File: src/rtl/moxie_pkg.sv
// Shared definitions for the moxie instruction-fetch path.
//   fetch_state_e : Wishbone fetch master states
//   WB_SEL_ALL    : all-ones byte-select source, sliced to DW/8 by users
//   clog2         : ceiling log2 for sizing pointers and counters
package moxie_pkg;

  typedef enum logic [1:0] {
    ST_IDLE    = 2'd0,  // no request on the bus
    ST_BUS     = 2'd1,  // strobe held, reply will be kept
    ST_DISCARD = 2'd2   // strobe held, reply will be dropped (redirected)
  } fetch_state_e;

  localparam logic [127:0] WB_SEL_ALL = '1;

  function automatic int clog2(input int value);
    int r;
    r = 0;
    for (int v = value - 1; v > 0; v = v >> 1) begin
      r = r + 1;
    end
    return r;
  endfunction

endpackage

File: src/rtl/moxie_sync_fifo.sv
// Small synchronous show-ahead FIFO used as the instruction prefetch queue.
// Ports:
//   clk_i, rst_i    clock, synchronous active-high reset
//   clr_i           synchronous flush (pointers and count to zero)
//   push_i, din_i   write request and data (ignored when full)
//   pop_i           read request (ignored when empty)
//   dout_o          head entry, valid while !empty_o
//   count_o         number of stored entries (0..DEPTH)
//   full_o, empty_o status flags
module moxie_sync_fifo
  import moxie_pkg::*;
#(
  parameter int WIDTH = 64,
  parameter int DEPTH = 4
) (
  input  logic                    clk_i,
  input  logic                    rst_i,
  input  logic                    clr_i,
  input  logic                    push_i,
  input  logic [WIDTH-1:0]        din_i,
  input  logic                    pop_i,
  output logic [WIDTH-1:0]        dout_o,
  output logic [clog2(DEPTH):0]   count_o,
  output logic                    full_o,
  output logic                    empty_o
);

  localparam int PW = clog2(DEPTH);
  localparam logic [PW:0] DEPTH_C = (PW+1)'(DEPTH);

  logic [WIDTH-1:0] r_mem [DEPTH];
  logic [PW-1:0]    r_rd_ptr;
  logic [PW-1:0]    r_wr_ptr;
  logic [PW:0]      r_count;

  logic w_push;
  logic w_pop;

  assign w_push = push_i & (r_count != DEPTH_C);
  assign w_pop  = pop_i & (r_count != '0);

  // Storage is never reset: a flush only moves the pointers, stale
  // entries are unreachable until overwritten.
  always_ff @(posedge clk_i) begin
    if (w_push) begin
      r_mem[r_wr_ptr] <= din_i;
    end
  end

  always_ff @(posedge clk_i) begin
    if (rst_i || clr_i) begin
      r_rd_ptr <= '0;
      r_wr_ptr <= '0;
      r_count  <= '0;
    end else begin
      if (w_push) begin
        r_wr_ptr <= r_wr_ptr + 1'b1;
      end
      if (w_pop) begin
        r_rd_ptr <= r_rd_ptr + 1'b1;
      end
      unique case ({w_push, w_pop})
        2'b10:   r_count <= r_count + 1'b1;
        2'b01:   r_count <= r_count - 1'b1;
        default: r_count <= r_count;
      endcase
    end
  end

  assign dout_o  = r_mem[r_rd_ptr];
  assign count_o = r_count;
  assign full_o  = (r_count == DEPTH_C);
  assign empty_o = (r_count == '0);

endmodule

File: src/rtl/moxie_ifetch_wb.sv
// Wishbone classic instruction-fetch master with a prefetch FIFO.
// Fetches sequential words, tags each with its address, and hands them to
// the fetch stage through a valid/ready head. A branch redirect flushes the
// queue and drops any reply still in flight.
// Ports:
//   clk_i, rst_i                 clock, synchronous active-high reset
//   branch_flag_i/target_i       one-cycle redirect pulse and target address
//   wb_*                         Wishbone classic read master (I-side)
//   word_o/word_pc_o/valid_o     FIFO head data, its address, head valid
//   word_ready_i                 consumer pops head when valid & ready
//   fault_o                      sticky bus-error flag, cleared by redirect
module moxie_ifetch_wb
  import moxie_pkg::*;
#(
  parameter int            AW       = 32,
  parameter int            DW       = 32,
  parameter int            DEPTH    = 4,
  parameter logic [AW-1:0] RESET_PC = AW'(32'h0000_1000)
) (
  input  logic            clk_i,
  input  logic            rst_i,
  input  logic            branch_flag_i,
  input  logic [AW-1:0]   branch_target_i,
  output logic [AW-1:0]   wb_adr_o,
  output logic            wb_cyc_o,
  output logic            wb_stb_o,
  output logic            wb_we_o,
  output logic [DW/8-1:0] wb_sel_o,
  input  logic [DW-1:0]   wb_dat_i,
  input  logic            wb_ack_i,
  input  logic            wb_err_i,
  output logic [DW-1:0]   word_o,
  output logic [AW-1:0]   word_pc_o,
  output logic            word_valid_o,
  input  logic            word_ready_i,
  output logic            fault_o
);

  localparam int            BW         = DW / 8;
  localparam int            CW         = clog2(DEPTH) + 1;
  localparam logic [AW-1:0] PC_STEP    = AW'(BW);
  localparam logic [AW-1:0] ALIGN_MASK = ~AW'(BW - 1);

  fetch_state_e   r_state;
  fetch_state_e   w_state_next;
  logic [AW-1:0]  r_adr;           // address currently on the bus
  logic [AW-1:0]  w_adr_next;
  logic [AW-1:0]  r_fetch_pc;      // address of the next request to issue
  logic [AW-1:0]  w_fetch_pc_next;
  logic           r_fault;
  logic           w_fault_next;

  logic           w_push_req;
  logic           w_push;
  logic           w_pop;
  logic           w_flush;
  logic           w_bus_done;
  logic [AW-1:0]  w_target;
  logic [CW-1:0]  w_count;
  logic [CW:0]    w_count_after_ack;
  logic           w_full;
  logic           w_empty;
  logic [AW+DW-1:0] w_head;

  assign w_target   = branch_target_i & ALIGN_MASK;
  assign w_bus_done = (r_state != ST_IDLE) && (wb_ack_i || wb_err_i);
  assign w_pop      = word_valid_o & word_ready_i;

  // Occupancy once this cycle's ack is pushed and any pop retired; the next
  // request may only go out if its reply is guaranteed a slot.
  assign w_count_after_ack = {1'b0, w_count} + (CW+1)'(1) - (CW+1)'(w_pop);

  always_comb begin
    w_state_next    = r_state;
    w_adr_next      = r_adr;
    w_fetch_pc_next = r_fetch_pc;
    w_fault_next    = r_fault;
    w_push_req      = 1'b0;
    w_flush         = 1'b0;

    if (branch_flag_i) begin
      // Redirect overrides everything: any ack this cycle is not pushed and
      // a concurrent pop only disappears into the flush.
      w_flush      = 1'b1;
      w_fault_next = 1'b0;
      if ((r_state != ST_IDLE) && !(wb_ack_i || wb_err_i)) begin
        // Strobe cannot be retracted; wait for the stale reply first.
        w_state_next    = ST_DISCARD;
        w_fetch_pc_next = w_target;
      end else begin
        w_state_next    = ST_BUS;
        w_adr_next      = w_target;
        w_fetch_pc_next = w_target + PC_STEP;
      end
    end else begin
      unique case (r_state)
        ST_IDLE: begin
          if (!r_fault && (w_count < CW'(DEPTH))) begin
            w_state_next    = ST_BUS;
            w_adr_next      = r_fetch_pc;
            w_fetch_pc_next = r_fetch_pc + PC_STEP;
          end
        end
        ST_BUS: begin
          if (wb_err_i) begin
            w_state_next = ST_IDLE;
            w_fault_next = 1'b1;
          end else if (wb_ack_i) begin
            w_push_req = 1'b1;
            if (w_count_after_ack < (CW+1)'(DEPTH)) begin
              w_adr_next      = r_fetch_pc;
              w_fetch_pc_next = r_fetch_pc + PC_STEP;
            end else begin
              w_state_next = ST_IDLE;
            end
          end
        end
        ST_DISCARD: begin
          // Reply (ack or err) is dropped; go straight to the target fetch.
          if (wb_ack_i || wb_err_i) begin
            w_state_next    = ST_BUS;
            w_adr_next      = r_fetch_pc;
            w_fetch_pc_next = r_fetch_pc + PC_STEP;
          end
        end
        default: begin
          w_state_next = ST_IDLE;
        end
      endcase
    end
  end

  always_ff @(posedge clk_i) begin
    if (rst_i) begin
      r_state    <= ST_IDLE;
      r_adr      <= RESET_PC;
      r_fetch_pc <= RESET_PC;
      r_fault    <= 1'b0;
    end else begin
      r_state    <= w_state_next;
      r_adr      <= w_adr_next;
      r_fetch_pc <= w_fetch_pc_next;
      r_fault    <= w_fault_next;
    end
  end

  // Reservation makes full-on-push impossible; the gate only keeps the
  // queue consistent if that ever breaks.
  assign w_push = w_push_req & ~w_full;

  moxie_sync_fifo #(
    .WIDTH (AW + DW),
    .DEPTH (DEPTH)
  ) u_fifo (
    .clk_i   (clk_i),
    .rst_i   (rst_i),
    .clr_i   (w_flush),
    .push_i  (w_push),
    .din_i   ({r_adr, wb_dat_i}),
    .pop_i   (w_pop),
    .dout_o  (w_head),
    .count_o (w_count),
    .full_o  (w_full),
    .empty_o (w_empty)
  );

  assign wb_adr_o     = r_adr;
  assign wb_stb_o     = (r_state != ST_IDLE);
  assign wb_cyc_o     = wb_stb_o;
  assign wb_we_o      = 1'b0;
  assign wb_sel_o     = WB_SEL_ALL[DW/8-1:0];
  assign word_pc_o    = w_head[AW+DW-1:DW];
  assign word_o       = w_head[DW-1:0];
  assign word_valid_o = ~w_empty;
  assign fault_o      = r_fault;

endmodule

File: config.mk
export PLATFORM = sky130hd
export DESIGN_NAME = moxie_ifetch_wb
export DESIGN_NICKNAME = d
export VERILOG_FILES = /design/src/rtl/moxie_pkg.sv /design/src/rtl/moxie_sync_fifo.sv /design/src/rtl/moxie_ifetch_wb.sv
export SDC_FILE = /design/constraint.sdc
export NUM_CORES = 1
export LEC_CHECK = 0
export ABC_AREA = 1
export CAP_MARGIN = 10
export CORE_UTILIZATION = 35
export DETAILED_ROUTE_END_ITERATION = 10
export DONT_BUFFER_PORTS = 1
export GPL_TIMING_DRIVEN = 0
export HOLD_SLACK_MARGIN = 0.15
export PLACE_DENSITY = 0.55
export SYNTH_ARGS = -nofsm -noshare
export SYNTH_HDL_FRONTEND = slang
export SYNTH_SLANG_ARGS = --single-unit
File: constraint.sdc
create_clock -name clk_i -period 8.65 [get_ports clk_i]
set_input_delay 1.2975 -clock clk_i [delete_from_list [all_inputs] [get_ports clk_i]]
set_output_delay 1.2975 -clock clk_i [all_outputs]
set_load 0.02 [all_outputs]
# After elaboration in Yosys (flattened, before gate mapping)
# Memories as Yosys holds them, arrays and structs flattened. A register that Yosys moved wholly into a read port is not among the register bits.
# Index checks and enable logic that the tools add are counted.
[word_totals]
ff_bits = 74
latch_bits = 0
ramBits = 256
rom_bits = 0
inputBits = 70
output_inout_bits = 105
wordCells = 89
n_memories = 1
[memory_table]
columns = ["memory", "words", "word_bits", "read_ports", "rd_clocked_by_memory_dff", "write_ports", "line", "text"]
rows = [
  ["u_fifo.r_mem", 4, 64, 1, 1, 1, "moxie_sync_fifo.sv:31", "logic [WIDTH-1:0] r_mem [DEPTH];"],
]
[classes]
add_sub_neg = 8
multipliers = 0
div = 0
order_cmp = 2
n_eq_ne = 14
n_shift = 0
mux = 34
n_bitwise = 6
n_reduce_logical = 17
[ops]
columns = ["cell", "n"]
rows = [
  ["$mux 32", 14],
  ["$pmux 32 s3", 2],
  ["$add 32x3->32 const B", 2],
  ["$mux 2", 9],
  ["$ne 3x3->1 const B", 6],
  ["$ne 4x4->1 const B", 2],
  ["$mux 1", 7],
  ["$reduce_and 7->1", 1],
  ["$pmux 2 s3", 1],
  ["$pmux 3 s2", 1],
  ["$reduce_and 6->1", 1],
  ["$add 2x1->2 const B", 2],
  ["$add 3x1->4 const B", 1],
  ["$and 1x1->1", 4],
  ["$eq 2x1->1 const B", 2],
  ["$eq 2x2->1 const B", 2],
  ["$lt 4x3->1 const B", 1],
  ["$reduce_and 4->1", 1],
  ["$reduce_bool 2->1", 2],
  ["$reduce_bool 4->1", 1],
  ["$sub 4x1->4", 1],
  ["$add 3x1->3 const B", 1],
  ["$eq 3x3->1 const B", 1],
  ["$logic_not 3->1", 1],
  ["other kinds (11)", 15],
]

# Depth between registers and ports, before layout
# Gate-level depths: netlist of run 1.
[logic_depth]
ltp_word = 10
mapped_depth = 13
depth_no_buf = 13

# Cells and area by module
# A second synthesis of run 1 with hierarchy kept.
[unflattened]
hier_cells = 1515
area_unflattened_um2 = 14651.6
[by_module_without_submodules]
columns = ["mod", "instances", "cells_per_inst", "area_per_inst_um2"]
rows = [
  ["moxie_sync_fifo", 1, 691, 9985.8],
  ["moxie_ifetch_wb", 1, 824, 4665.7],
]

# Worst setup path after synthesis of run 1
# No wires, ideal clock.
[synth_path]
path_kind = "input port to flip-flop"
startpoint = "in branch_flag_i"
endpoint = "mem u_fifo.r_mem[0][0] (enable)"
arrival_time_ps = 4593
path_slack_ps = 3573
cell_stages = 5
path_buffers = 0
path_cell_list = "inv_2 nand2_1 nor3_1 nand3_1 nor2_1"
[synth_via]
elab_chain_len = 5
[synth_rtl]
columns = ["element", "line", "text"]
rows = [
  ["start, declared", "moxie_ifetch_wb.sv:22", "input logic branch_flag_i,"],
  ["$mux 1", "moxie_ifetch_wb.sv:81", "if (branch_flag_i) begin"],
  ["$and 1x1->1", "moxie_ifetch_wb.sv:149", "assign w_push = w_push_req & ~w_full;"],
  ["$and 1x1->1", "moxie_sync_fifo.sv:39", "assign w_push = push_i & (r_count != DEPTH_C);"],
  ["$mux 1", "moxie_sync_fifo.sv:45", "if (w_push) begin"],
  ["$mux 1 (not written as such)", "moxie_sync_fifo.sv:46", "r_mem[r_wr_ptr] <= din_i;"],
  ["end, declared", "moxie_sync_fifo.sv:31", ""],
]
# No other way between the ends.

==> flow_metrics.tcl, run 1 <==
set metrics [dict create \
    setup_viol 0 \
    syn_avg_cell_area_um2 9.69 \
    fin_crit_ps 4670 \
    postCtsResizedCells 0 \
    grt_pass1_vias 10379 \
    hpwl_um 30300 \
    ys_seq_area_frac 0.631 \
    syn2layout_area_growth_pct 13.9 \
    vdd_drop_max_mv 0.103 \
    rr_worst_depth 6 \
    fin_worst_skew_ps 15.2 \
    min_period_over_period 0.540 \
    grt_pass1_wl_um 62600 \
    hold_viol 0 \
    status "completed" \
    cts_made_buffers 34 \
    multiInputGateArea_um2 4580 \
    setup.worst_path.end_class "output port" \
    antenna_found_initial 0 \
    required_ps 7350 \
    placed_cells 2013 \
    r2r_setup_slack_ps 5750 \
    htree_levels 2 \
    routed_wl_um 41900 \
    worstPathArrival_ps 3370 \
    ys_types 40 \
    grt_max_degree 27 \
    tightest_slew_ps 893 \
    drt_iter0_drc 803 \
    worstHoldStart "u_fifo.r_rd_ptr[1]" \
    startpoint_type "register" \
    cts-root-buf "clkbuf_16" \
    n_antenna_cell 0 \
    drv_slew 0 \
    drv_cap 0 \
    synth_area_um2 14300 \
    fin_nets 1602 \
    holdCritPathClass "register to register" \
    io_buffers 0 \
    crit_path_end "word_pc_o[1]" \
    post-route-drc-count 0 \
    synth_warnings 0 \
    fill_cells 3949 \
    syn_inst 1477 \
    fmax_mhz 214 \
    max-slew-margin-rel 0.403 \
    die_y_um 204 \
    ant_nets 0 \
    start_util 0.358 \
    stdcell_area_um2 16300 \
    cts_tree "built" \
    post_cts_buffers 0 \
    clk_latency_ps 520 \
    whs_ps 469 \
    cts_max_path_buffers 3 \
    die_area_um2 41700 \
    drive_above_1_share 0.0562 \
    cp_max_fo 10 \
    routedWlPerCell_um 20.2 \
    die_w_um 204 \
    vias 10738 \
    path_class "register to output port" \
    power_density_nw_per_um2 212 \
    reg2reg_to "u_fifo.r_mem[0][31]" \
    p_leak_nw 5.82 \
    first_pass_iters 6 \
    synthArstFlopShare 0 \
    ys_ff_latch 325 \
    utilization 0.408 \
    finalSetupTns_ps 0 \
    grt_use_total 0.200 \
    rsz0062_at_grt "false" \
    io_pins 175 \
    seq_area_um2 9030 \
    r2r-start "r_state[0]" \
    core_area_um2 40000 \
    hold-path-cell-count 2 \
    cts.clk_slew.worst_paths_ps 60 \
    synthFlopType "edfxtp_1" \
    rows 73 \
    clock_sinks 325 \
    cts_hold_buf 0 \
    fin_cells 2073 \
    gp_congestion 0.932 \
    postPlaceCellArea_um2 15200 \
    vias_per_cell 5.18 \
    synth_edf_count 252 \
    overflow 0 \
]
-- how the worst min path moves through the flow --
stage                                    end  slack (ps)
final                               register         470
after global routing      u_fifo.r_rd_ptr[0]         490
after CTS                           register         470
after detailed placement            register         460
after global placement    u_fifo.r_rd_ptr[1]         450
after floorplan                     register         440
-- where the power goes --
group,switching [mW],internal [mW]
sequential,0.0671,1.73
combinational,0.137,0.0572
clock,0.586,0.878
total,0.790,2.66
-- metal layers --
metal,share of wire,global-route usage
met1,0.41,0.247
met2,0.49,0.340
met3,0.078,0.0496
met4,0.026,0.0645
met5,0,0
-- cells in the mapped netlist, types with 2 or more instances --
master     count  area, µm²
o2111ai_1      2       17.5
edfxtp_1     252       7570
nand2_2        3       18.8
inv_1        102        383
nand3b_1       3       22.5
buf_1          4       15.0
o31ai_1        2       15.0
a211oi_1       2       15.0
nor2_1       272       1020
o211ai_1       3       22.5
xnor2_1        3       26.3
nor2_4         3       33.8
a21oi_1       44        220
buf_2          5       25.0
nor3_1        19       95.1
buf_6          3       33.8
nand4_1       13       81.3
o22ai_1       63        394
o21bai_1       3       22.5
o21a_1         2       15.0
nand3_1       68        340
xor2_1         9       78.8
conb_1         2       7.51
clkbuf_1      57        214
buf_4          8       60.1
o21ai_0      224       1120
ha_1           7       87.6
nand2_1      215        807
dfxtp_1       73       1460
-- cell families after synthesis --
| family | after synthesis | synth area share |
|---|---|---|
| buf+inv | 182 | 0.0519 |
| simple gates | 600 | 0.172 |
| compound gates | 348 | 0.130 |
| other cells | 2 | 0.000525 |
| fa+ha+maj | 8 | 0.00752 |
| flops | 325 | 0.631 |
| xor+xnor | 12 | 0.00734 |
-- worst max-delay path: stages (launching register included) --
cell	delay [ps]
dfxtp_1	300
clkbuf_1	340
clkinv_1	330
clkbuf_1	560
clkbuf_1	510
nor2_1	80
o22ai_1	490
buf_4	250
-- flip-flops by register name (all words and copies together), names as in the netlist, named ones only --
signal / flops
u_fifo.r_mem: 252
u_fifo.count_o: 3
u_fifo.r_wr_ptr: 2
r_fetch_pc: 30
wb_adr_o: 31
fault_o: 1
r_state: 2
u_fifo.r_rd_ptr: 2
-- cells in the final DEF (no fill, tap or decap), types with 8 or more instances in the layout --
cell       count
clkbuf_16     37
nand3_1       68
nand4_1       13
edfxtp_1     252
dfxtp_1       73
nor3_1        19
a21oi_1       44
nand2_1      215
clkbuf_1      65
xor2_1         9
buf_4          8
inv_1        102
o21ai_0      224
nor2_1       268
o22ai_1       63
-- per-stage QoR --
step                      power [mW]  setup slack (ps)
after floorplan                 1.94              3570
after global placement          2.02              1010
after detailed placement        2.02              4390
after CTS                       3.49              3820
after global routing            3.57              3690
final                           3.45              3980
-- layout make-up --
class	count	area share
sequential	325	0.554
multi-input combinational	973	0.281
clock buffer	46	0.0595
tap	525	0.0403
inverter	104	0.0239
buffer	78	0.0216
timing repair buffer	8	0.0107
clock inverter	14	0.00913
No activity file was read; power rests on OpenSTA's default activity.
==> run 2: changes to the inputs <==
Settings changed: PLACE_DENSITY 0.55 to 0.57.
Clock period 8.65 ns to 4.2 ns, I/O delays scaled along.
==> flow_metrics.tcl, run 2 (synthesis gave the netlist of run 1 again) <==
set metrics [dict create \
    power_density_nw_per_um2 414 \
    antenna_found_initial 0 \
    overflow 0 \
    placed_cells 2013 \
    rows 73 \
    rsz0062_at_grt "false" \
    cts_max_path_buffers 3 \
    die_area_um2 41700 \
    largest_reg_flops 252 \
    io_buffers 0 \
    worstHoldStart "wb_ack_i" \
    clk_latency_ps 560 \
    multiInputGateArea_um2 4580 \
    routedWlPerCell_um 19.7 \
    seq_area_um2 9030 \
    grt_use_total 0.197 \
    fin_nets 1631 \
    rr_worst_depth 6 \
    gp_congestion 0.936 \
    setup_viol 0 \
    core_area_um2 40000 \
    max-slew-margin-rel 0.380 \
    layout_commonest_cell "nor2_1" \
    hold_viol 0 \
    startpoint_type "register" \
    required_ps 3570 \
    cts_tree "built" \
    drt_iter0_drc 953 \
    r2r-start "r_state[0]" \
    drv_slew 0 \
    cts-root-buf "clkbuf_16" \
    path_class "register to output port" \
    fin_crit_ps 3910 \
    cts.clk_slew.worst_paths_ps 60 \
    die_w_um 204 \
    holdPathEnd "r_state[1]" \
    first_pass_iters 5 \
    min_period_over_period 0.932 \
    fin_worst_skew_ps 8.04 \
    vias_per_cell 5.19 \
    largest-register "u_fifo.r_mem" \
    ant_nets 0 \
    clock_sinks 325 \
    io_pins 175 \
    r2r_setup_slack_ps 1300 \
    post-route-drc-count 0 \
    status "completed" \
    n_antenna_cell 0 \
    vias 10912 \
    drv_cap 0 \
    finalSetupTns_ps 0 \
    cp_max_fo 10 \
    setup.worst_path.end_class "output port" \
    fill_cells 3852 \
    htree_levels 1 \
    grt_max_degree 28 \
    drive_above_1_share 0.0571 \
    grt_pass1_wl_um 62700 \
    hold-path-cell-count 3 \
    start_util 0.358 \
    fmax_mhz 256 \
    grt_pass1_vias 10457 \
    tightest_slew_ps 928 \
    holdCritPathClass "input pin to register" \
    die_y_um 204 \
    hpwl_um 29900 \
    routed_wl_um 41500 \
    syn2layout_area_growth_pct 15.3 \
    vdd_drop_max_mv 0.237 \
    cts_made_buffers 31 \
    p_leak_nw 5.90 \
    p_total_mw 6.83 \
    worstPathArrival_ps 3280 \
    fin_cells 2102 \
    reg2reg_to "u_fifo.r_mem[0][27]" \
    final_cell_mix "nor2_1, edfxtp_1, o21ai_0" \
    whs_ps 300 \
]
## run 2: cell type report
type                    instances  share of cell area
flip-flops and latches        325               0.547
inverters                     104              0.0236
well taps                     525              0.0398
clock buffers                  43              0.0534
clock inverters                14             0.00667
multi-input cells             973               0.278
plain buffers                  78              0.0215
repair buffers                 40              0.0305
## run 2: worst max-delay path by stage
stage	to	slack [ps]
after global routing	word_pc_o[22]	110
after CTS	word_pc_o[1]	130
final	word_pc_o[22]	290
after detailed placement	word_pc_o[1]	750
after global placement	u_fifo.r_mem[3][27]	-2640
after floorplan	u_fifo.r_mem[0][0]	-210
## run 2: timing repair
| item | 4_1_cts | 5_1_grt |
|---|---|---|
| gates resized for setup | 0 | 4 |
| buffers inserted | 0 | 0 |
| endpoints found under the setup margin | 0 | 1 |
| endpoints found under the hold margin | 128 | 0 |
| hold buffers | 32 | 0 |
## run 2: worst max-delay path, stage by stage (launching register included)
cell and delay [ps]:
dfxtp_1 330, clkbuf_1 310, clkinv_1 310, clkbuf_1 510, clkbuf_1 510, nor2_1 80
o22ai_1 650
## run 2: stage by stage
stage                util  area (µm²)  worst slack (ps)
floorplan               -       14300              -210
global placement    0.375       15000             -2640
detailed placement  0.380       15200               751
CTS                 0.413       16500               129
global route        0.413       16500               108
finish              0.413       16500               287
## run 2: layer usage
layer | vias to the layer above | track usage | wire [µm]
met5 | - | 0 | 0
met4 | 0 | 0.0448 | 731
met3 | 50 | 0.0338 | 3050
met2 | 349 | 0.339 | 20300
met1 | 5242 | 0.257 | 17400
li1 | 5271 | - | -
## run 2: power by group
group | switching [mW] | internal [mW] | leakage (nW)
logic | 0.296 | 0.138 | 2.55
registers | 0.139 | 3.55 | 2.87
clock network | 1.18 | 1.53 | 0.479
total | 1.62 | 5.22 | 5.90
==> run 3: changes to the inputs <==
Settings changed: SETUP_SLACK_MARGIN set to 0.15.
==> flow_metrics.tcl, run 3 (synthesis gave the netlist of run 1 again) <==
set metrics [dict create \
    holdCritPathClass "input pin to register" \
    core_area_um2 40000 \
    rows 73 \
    startpoint_type "register" \
    first_pass_iters 5 \
    largest-register "u_fifo.r_mem" \
    drt_iter0_drc 958 \
    die_area_um2 41700 \
    status "completed" \
    cp_max_fo 10 \
    post-route-drc-count 0 \
    setup_ws_ps 571 \
    final_cell_mix "nor2_1, edfxtp_1, o21ai_0" \
    io_buffers 0 \
    setup_viol 0 \
    io_pins 175 \
    worstPathArrival_ps 3000 \
    die_w_um 204 \
    grt_pass1_wl_um 62700 \
    fin_nets 1631 \
    postPlaceCellArea_um2 15200 \
    path_common_cell "clkbuf_2" \
    grt_pass1_vias 10457 \
    grt_use_total 0.197 \
    vias 10914 \
    min_period_over_period 0.864 \
    cts-root-buf "clkbuf_16" \
    hold_viol 0 \
    cts_made_buffers 31 \
    htree_levels 1 \
    drv_slew 0 \
    tightest_slew_ps 922 \
    stdcell_area_um2 16500 \
    max-slew-margin-rel 0.384 \
    start_util 0.358 \
    drive_above_1_share 0.0583 \
    critPathBufInv 5 \
    drv_cap 0 \
    fmax_mhz 276 \
    ant_nets 0 \
    largest_reg_flops 252 \
    power_density_nw_per_um2 414 \
    clk_latency_ps 560 \
    hpwl_um 29900 \
    fin_crit_ps 3630 \
    gp_congestion 0.936 \
    required_ps 3570 \
    dp_slack_ps 751 \
    path_cells "clkbuf_2 -> clkinvlp_4 -> clkbuf_2 -> clkbuf_1 -> nor2_1 -> o22ai_1 -> buf_4" \
    cts_tree "built" \
    rsz0062_at_grt "false" \
    grt_max_degree 28 \
    die_y_um 204 \
    routed_wl_um 41500 \
    setup.worst_path.end_class "output port" \
    critPathSlowestCell "clkbuf_1" \
    vdd_drop_max_mv 0.238 \
    post_cts_buffers 0 \
    cts.clk_slew.worst_paths_ps 60 \
    path_class "register to output port" \
    clock_sinks 325 \
    layout_commonest_cell "nor2_1" \
    fin_worst_skew_ps 8.25 \
    antenna_found_initial 0 \
    max_stage_delay_ps 490 \
    vias_per_cell 5.19 \
    n_antenna_cell 0 \
    syn2layout_area_growth_pct 15.4 \
    cp_top_family "buffers and inverters" \
    overflow 0 \
    routedWlPerCell_um 19.7 \
    p_leak_nw 5.90 \
    cts_max_path_buffers 3 \
]
## run 3: final timing paths
check	start	slack, ps	cells after the start	endpoint
worst max-delay path	register	570	7	word_pc_o[1]
worst min-delay path	wb_ack_i	300	3	r_state[1]
worst max register to register	r_state[0]	1300	6	u_fifo.r_mem[0][27]
worst min register to register	u_fifo.r_rd_ptr[1]	470	2	u_fifo.r_rd_ptr[1]
## run 3: worst register-to-register path, stage by stage, from the launching register on
cell and delay, ps:
dfxtp_1 450, nand2_1 120, nor3_1 200, nand3_1 460
nor2_4 880, buf_12 270, buf_16 200
## run 3: timing repair
action,CTS,global route
hold buffers,32,0
gates resized for setup,1,5
setup endpoints to repair,1,1
endpoints found under the hold margin,128,0
## run 3: area by class of cell
type                       instances  area (µm²)
buffer                            78         357
clock buffer                      43         882
clock inverter                    14         110
fill                            3852       23500
inverter                         104         394
multi-input combinational        973        4580
sequential                       325        9030
tap                              525         657
timing repair buffer              40         503
## run 3: routing by layer
| metal | share of wire | wire [µm] | GRT usage | vias up |
|---|---|---|---|---|
| met5 | 0 | 0 | 0 | - |
| met4 | 0.018 | 751 | 0.0448 | 0 |
| met3 | 0.077 | 3190 | 0.0338 | 51 |
| met2 | 0.49 | 20300 | 0.339 | 369 |
| met1 | 0.42 | 17300 | 0.257 | 5223 |
| li1 | - | - | - | 5271 |
## run 3: power by group
part           leakage (nW)  switching, mW  internal, mW
logic                  2.55          0.297         0.138
clock network         0.479           1.18          1.53
registers              2.87          0.139          3.55
## run 3: stage by stage
step                      hold slack (ps)  setup TNS (ps)  utilization  instances  power [mW]
after global routing                  303               0        0.413       2102        7.07
final                                 300               0        0.413       2102        6.83
after global placement                449         -638560        0.375       2005        4.15
after CTS                             268               0        0.413       2102        6.90
after detailed placement              457               0        0.380       2013        4.16
after floorplan                       436          -52840            -       1480        4.00
